$ cat src/rtl/DataType.sv
// Shared command, state and byte definitions for the CSI/SGR byte-stream parser.
package DataType;

  typedef enum logic [2:0] {
    INPUT   = 3'd0,
    INIT_PN = 3'd1,
    EMIT_PN = 3'd2,
    SGR     = 3'd3,
    SGR0    = 3'd4
  } CommandsType;

  typedef enum logic [1:0] {
    GROUND,
    ESCAPE,
    CSI_PARAM,
    CSI_IGNORE
  } ParserState;

  localparam logic [7:0] ASCII_ESC      = 8'h1B;
  localparam logic [7:0] ASCII_CAN      = 8'h18;
  localparam logic [7:0] ASCII_SUB      = 8'h1A;
  localparam logic [7:0] ASCII_LBRACKET = 8'h5B;
  localparam logic [7:0] ASCII_SEMI     = 8'h3B;
  localparam logic [7:0] ASCII_M        = 8'h6D;

  localparam int PN_MAX = 255;

  function automatic logic is_printable(input logic [7:0] b);
    return (b >= 8'h20) && (b <= 8'h7E);
  endfunction

  function automatic logic is_c0(input logic [7:0] b);
    return b < 8'h20;
  endfunction

  function automatic logic is_digit(input logic [7:0] b);
    return (b >= 8'h30) && (b <= 8'h39);
  endfunction

  function automatic logic is_final(input logic [7:0] b);
    return (b >= 8'h40) && (b <= 8'h7E);
  endfunction

  // Bytes that divert a CSI into the ignore state: intermediates and ':' / private markers.
  function automatic logic is_csi_divert(input logic [7:0] b);
    return ((b >= 8'h20) && (b <= 8'h2F)) || ((b >= 8'h3A) && (b <= 8'h3F) && (b != ASCII_SEMI));
  endfunction

endpackage

$ cat src/rtl/csi_pn_accumulator.sv
// Saturating decimal parameter accumulator: value = min(value*10 + digit, PN_MAX).
module csi_pn_accumulator
  import DataType::*;
(
  input  logic       clk,
  input  logic       rst,
  input  logic       clear,
  input  logic       digit_valid,
  input  logic [3:0] digit,
  output logic [7:0] value
);

  logic [11:0] w_sum;

  // 255*10 + 9 = 2559 fits in 12 bits, so the sum itself can never wrap.
  assign w_sum = ({4'd0, value} * 12'd10) + {8'd0, digit};

  // NOTE: sequential state uses non-blocking assignments so every register samples pre-edge values.
  always_ff @(posedge clk or posedge rst) begin
    if (rst) begin
      value <= '0;
    end else if (clear) begin
      value <= '0;
    end else if (digit_valid) begin
      value <= (w_sum > 12'(PN_MAX)) ? 8'(PN_MAX) : w_sum[7:0];
    end
  end

endmodule

$ cat src/rtl/csi_sgr_parser.sv
// Byte-stream front end: printable characters and ESC [ ... final CSI sequences into commands.
// Optional idle abort inside a sequence is built only when CSI_PARSER_TIMEOUT_EN is defined.
module csi_sgr_parser
  import DataType::*;
#(
  parameter int TIMEOUT_CYCLES = 2500000
) (
  input  logic        clk,
  input  logic        rst,
  input  logic        in_valid,
  input  logic [7:0]  in_data,
  output logic        in_ready,
  output logic        commandReady,
  output CommandsType commandType,
  output logic [7:0]  Pns
);

  ParserState r_state;
  logic       r_param_seen;
  logic       w_accept;
  logic       w_digit_valid;
  logic       w_acc_clear;
  logic       w_timeout;
  logic [7:0] w_acc;

  // Stall one cycle after every SGR/SGR0 so downstream gets a command-free commit slot.
  assign in_ready = !(commandReady && ((commandType == SGR) || (commandType == SGR0)));
  assign w_accept = in_valid && in_ready;

  assign w_digit_valid = w_accept && (r_state == CSI_PARAM) && is_digit(in_data);
  assign w_acc_clear   = w_timeout ||
                         (w_accept && (((r_state == ESCAPE) && (in_data == ASCII_LBRACKET)) ||
                                       ((r_state == CSI_PARAM) && (in_data == ASCII_SEMI))));

  csi_pn_accumulator u_acc (
    .clk         (clk),
    .rst         (rst),
    .clear       (w_acc_clear),
    .digit_valid (w_digit_valid),
    .digit       (in_data[3:0]),
    .value       (w_acc)
  );

`ifdef CSI_PARSER_TIMEOUT_EN
  localparam int TW = $clog2(TIMEOUT_CYCLES);

  logic [TW-1:0] r_idle_cnt;

  assign w_timeout = !w_accept && (r_state != GROUND) && (r_idle_cnt == TW'(TIMEOUT_CYCLES - 1));

  always_ff @(posedge clk or posedge rst) begin
    if (rst) begin
      r_idle_cnt <= '0;
    end else if (w_accept || (r_state == GROUND)) begin
      r_idle_cnt <= '0;
    end else begin
      r_idle_cnt <= r_idle_cnt + 1'b1;
    end
  end
`else
  logic [31:0] w_unused_timeout;

  assign w_unused_timeout = TIMEOUT_CYCLES;
  assign w_timeout        = 1'b0;
`endif

  always_ff @(posedge clk or posedge rst) begin
    if (rst) begin
      r_state      <= GROUND;
      r_param_seen <= 1'b0;
      commandReady <= 1'b0;
      commandType  <= INPUT;
      Pns          <= '0;
    end else begin
      commandReady <= 1'b0;
      if (w_timeout) begin
        r_state <= GROUND;
      end else if (w_accept) begin
        if ((r_state != GROUND) && ((in_data == ASCII_CAN) || (in_data == ASCII_SUB))) begin
          r_state <= GROUND;
        end else if (in_data == ASCII_ESC) begin
          r_state <= ESCAPE;
        end else if ((r_state == GROUND) || !is_c0(in_data)) begin
          // Remaining C0 bytes inside a sequence fall through here untouched.
          case (r_state)
            GROUND: begin
              if (is_printable(in_data)) begin
                commandReady <= 1'b1;
                commandType  <= INPUT;
                Pns          <= in_data;
              end
            end
            ESCAPE: begin
              if (in_data == ASCII_LBRACKET) begin
                r_state      <= CSI_PARAM;
                r_param_seen <= 1'b0;
                commandReady <= 1'b1;
                commandType  <= INIT_PN;
                Pns          <= '0;
              end else begin
                r_state <= GROUND;
              end
            end
            CSI_PARAM: begin
              if (is_digit(in_data)) begin
                r_param_seen <= 1'b1;
              end else if (in_data == ASCII_SEMI) begin
                r_param_seen <= 1'b1;
                commandReady <= 1'b1;
                commandType  <= EMIT_PN;
                Pns          <= w_acc;
              end else if (in_data == ASCII_M) begin
                r_state      <= GROUND;
                commandReady <= 1'b1;
                commandType  <= r_param_seen ? SGR : SGR0;
                Pns          <= r_param_seen ? w_acc : 8'd0;
              end else if (is_csi_divert(in_data)) begin
                r_state <= CSI_IGNORE;
              end else if (is_final(in_data)) begin
                r_state <= GROUND;
              end
            end
            CSI_IGNORE: begin
              if (is_final(in_data)) begin
                r_state <= GROUND;
              end
            end
            default: r_state <= GROUND;
          endcase
        end
      end
    end
  end

endmodule

$ cat config.mk
export PLATFORM = sky130hd
export DESIGN_NAME = csi_sgr_parser
export DESIGN_NICKNAME = d
export VERILOG_FILES = /design/src/rtl/DataType.sv /design/src/rtl/csi_pn_accumulator.sv /design/src/rtl/csi_sgr_parser.sv
export SDC_FILE = /design/constraint.sdc
export NUM_CORES = 1
export LEC_CHECK = 0
export CORE_AREA = 2 2 80 82
export DETAILED_ROUTE_END_ITERATION = 10
export DIE_AREA = 0 0 82 84
export PLACE_DENSITY_LB_ADDON = 0.2
export SYNTH_ARGS = -nofsm -noshare
export SYNTH_HDL_FRONTEND = slang
export SYNTH_SLANG_ARGS = --single-unit
$ cat constraint.sdc
create_clock -name clk -period 2.3 [get_ports clk]
set_input_delay 0.46 -clock clk [delete_from_list [all_inputs] [get_ports clk]]
set_output_delay 0.46 -clock clk [all_outputs]
set_load 0.005 [all_outputs]
==> results_dict.tcl, run 1 <==
set metrics [dict create \
    drc 0 \
    mappedNetlistArea_sq_mm 0.00205 \
    skew_ns 0.00191 \
    post-route-min-period_ns 2.45 \
    power.share.clock 0.158 \
    vias 1984 \
    finalSetupViolations 8 \
    grt_antenna_before_repair 0 \
    intPower_uw 1100 \
    grt_pass1_vias 1856 \
    relSlewSlack 0.664 \
    ctsHtreeMaxLevel 1 \
    gp_congestion 0.875 \
    root_buffer "clkbuf_8" \
    crit_required_ns 2.44 \
    avgSynthCellArea_sq_um 8.98 \
    cts_tree "done" \
    route.detailed.wl_per_inst_um 14.0 \
    antenna_cells 0 \
    track_usage 0.166 \
    coreArea_sq_mm 0.00610 \
    crit_path_cell_trace "ha_4, ha_4, inv_2, fa_2, nand2b_4, a21oi_4, xor2_2, nand2_1, mux2i_4, buf_12, o211ai_1" \
    status "complete, but fails checks" \
    fin_cells 383 \
    grt_max_degree 24 \
    rr_startpoint "u_acc.value[1]" \
    layout-drive-gt1-share 0.314 \
    total_power_uw 1620 \
    initialDrtViolationCount 145 \
    p_comb_frac 0.493 \
    die_height_um 84 \
    criticalPathCategory "flip-flop to flip-flop" \
    cp.arrival_ns 2.59 \
    io_pins 24 \
    synthFlopType "dfrtp_1" \
    antenna_left 0 \
    worstHoldStart "Pns[4]" \
    fin_util 0.482 \
    die_width_um 82 \
    clock_path_buffers 2 \
    hold_violations 0 \
    power.leakage_uw 0.00138 \
    multi_input_area_sq_mm 0.00144 \
    min_path_type "flip-flop to flip-flop" \
    die_area_sq_mm 0.00689 \
    worst_hold_slack_ns 0.516 \
    rsz0062_at_grt "true" \
    placed_cell_area_sq_mm 0.00278 \
    regArea_sq_um 576 \
    dp_cells 378 \
    initial_core_util 0.336 \
    crit_slowest_cell "dfrtp_1" \
    endpoint_kind "flip-flop" \
    yosysWarnings 0 \
    max_cap_violations 0 \
    clock.fmax_mhz 408 \
    n_fill_cell 588 \
    gr-total-overflow 0 \
    cts_buffers 3 \
    rows 29 \
    synthCells 228 \
    yosysUniqueCellTypes 54 \
    firstDrtPassIters 4 \
    cp_common_cell "ha_4" \
    netSwitchingFraction 0.319 \
    seqPwrFrac 0.348 \
    cp_max_fo 8 \
    crit_path_start "u_acc.value[1]" \
    tightest_slew_ns 0.503 \
    vias_per_cell 5.18 \
    synth-edff-count 0 \
    p_per_area_mw_per_mm2 550 \
    ir_worst_vdd_uv 428 \
    drt_wl_total_mm 5.38 \
    cts_sinks 23 \
    final_nets 339 \
    violations "negative setup slack" \
    min_period_over_period 1.07 \
    hold_buffers 0 \
    switchingPower_uw 515 \
    cpPeakStageDelay_ns 0.43 \
    syn2layout_area_growth_pct 43.5 \
    synth_seq_cells 23 \
    setup_slack_ns -0.150 \
    dp_hpwl_mm 4.31 \
    ys_seq_area_frac 0.281 \
    fin_area_sq_mm 0.00294 \
    portBuffers 23 \
    synth_nets 260 \
    insertion_delay_ns 0.26 \
    slew_viol_final 0 \
    clk_pin_slew_ns 0.09 \
    cp-start-kind "flip-flop" \
    grt_pass1_wl_mm 9.10 \
    ys_async_sr_fraction 1.00 \
]
[cells in the final DEF, fill, tap and decap left out, drive strengths merged, types with 4 or more instances in the layout]
master / instances
xnor2: 4
clkdlybuf4s50: 19
o211ai: 5
o21ai: 13
a211oi: 7
buf: 58
mux2: 11
inv: 22
nand2: 24
nand2b: 5
ha: 19
nand4: 4
nor2: 8
dfrtp: 23
a21oi: 24
nor3: 7
[per-stage QoR]
stage | setup TNS (ns) | worst slack [ns]
after floorplan | -0.218 | -0.0402
after global placement | -5.49 | -0.295
after detailed placement | -5.48 | -0.285
after CTS | -0.932 | -0.137
after global routing | -1.64 | -0.229
final | -1.02 | -0.150
[final timing paths]
kind / slack, ns / endpoint / cells past startpoint
max in group asynchronous: 1.53 / u_acc.value[6] / 3
worst max register to register: -0.15 / u_acc.value[7] / 11
min in group asynchronous: 0.54 / Pns[5] / 3
worst min register to register: 0.52 / Pns[4] / 1
worst max-delay path: -0.15 / u_acc.value[7] / 11
worst min-delay path: 0.52 / Pns[4] / 1
[Yosys cell counts (2+ instances only)]
cell,count,area share
inv_1,22,0.040
o2bb2ai_1,2,0.0086
o211a_1,2,0.0098
ha_1,19,0.12
nand3_1,2,0.0049
xor2_1,3,0.013
nor2_1,8,0.015
o31ai_1,2,0.0073
a211oi_1,7,0.026
nor3_1,6,0.015
o31a_1,2,0.0086
nand2_1,23,0.042
xnor2_1,4,0.017
mux2_4,9,0.066
nand2b_1,5,0.015
a21o_1,3,0.011
o211ai_1,5,0.018
mux2_2,2,0.011
nand4_1,4,0.012
nor4_1,2,0.0061
o21ai_0,13,0.032
mux2i_1,2,0.0098
clkbuf_8,2,0.013
fa_1,2,0.020
nor3b_1,2,0.0073
dfrtp_1,23,0.28
buf_6,2,0.011
a21oi_1,24,0.059
[cell type report]
cell class,instances,share of cell area
repair buffers,81,0.237
well taps,77,0.0328
inverters,22,0.0281
multi-input cells,176,0.490
clock buffers,3,0.0141
clock inverters,1,0.00170
flip-flops and latches,23,0.196
[power groups by stage]
stage / combinational [uW] / clock (uW) / sequential [uW]
2_1_floorplan: 458 / 0 / 566
3_3_place_gp: 794 / 0 / 571
3_5_place_dp: 798 / 0 / 573
4_1_cts: 800 / 262 / 566
5_1_grt: 870 / 289 / 577
6_report: 797 / 256 / 563
[worst max-delay path: cells and delay by family, from the launching register on]
kind | cells | cell delay, ns
adders and majority gates | 3 | 0.82
DFF | 1 | 0.43
and+or+nand+nor | 2 | 0.28
AOI/OAI and AO/OA | 2 | 0.24
xor gates and xnor gates | 1 | 0.20
buffers and inverters | 2 | 0.18
muxes | 1 | 0.17
[logic make-up after synthesis]
logic type | Yosys count | synth area share
AND/OR/NAND/NOR | 65 | 0.172
buffers and inverters | 29 | 0.0727
AO/OA/AOI/OAI | 70 | 0.222
XOR/XNOR | 7 | 0.0300
multiplexers | 13 | 0.0868
adder cells (fa/ha/maj) | 21 | 0.136
flip-flops | 23 | 0.281
[layer usage]
layer,GRT usage,share of wire,vias to the layer above
li1,-,-,992
met1,0.258,0.50,954
met2,0.252,0.46,36
met3,0.0130,0.030,2
met4,0.0273,0.0069,0
met5,0,0,-
[flip-flops by register name, indices dropped and copies added (netlist names)]
| name | cells |
|---|---|
| r_state | 2 |
| u_acc.value | 8 |
| commandReady | 1 |
| Pns | 8 |
| commandType | 3 |
| r_param_seen | 1 |
[repair_timing]
action | in CTS | in global routing
buffers inserted | 1 | 0
pin swaps | 4 | 7
hold endpoints to repair | 0 | 0
gates resized for setup | 11 | 8
endpoints found under the setup margin | 17 | 20
No activity file was read; power rests on OpenSTA's default activity.
==> inputs of run 2 (changes only) <==
- GPL_ROUTABILITY_DRIVEN: default -> 0
==> results of run 2 <==
Same layout as run 1: the final DEF is identical, and so are final timing and power.
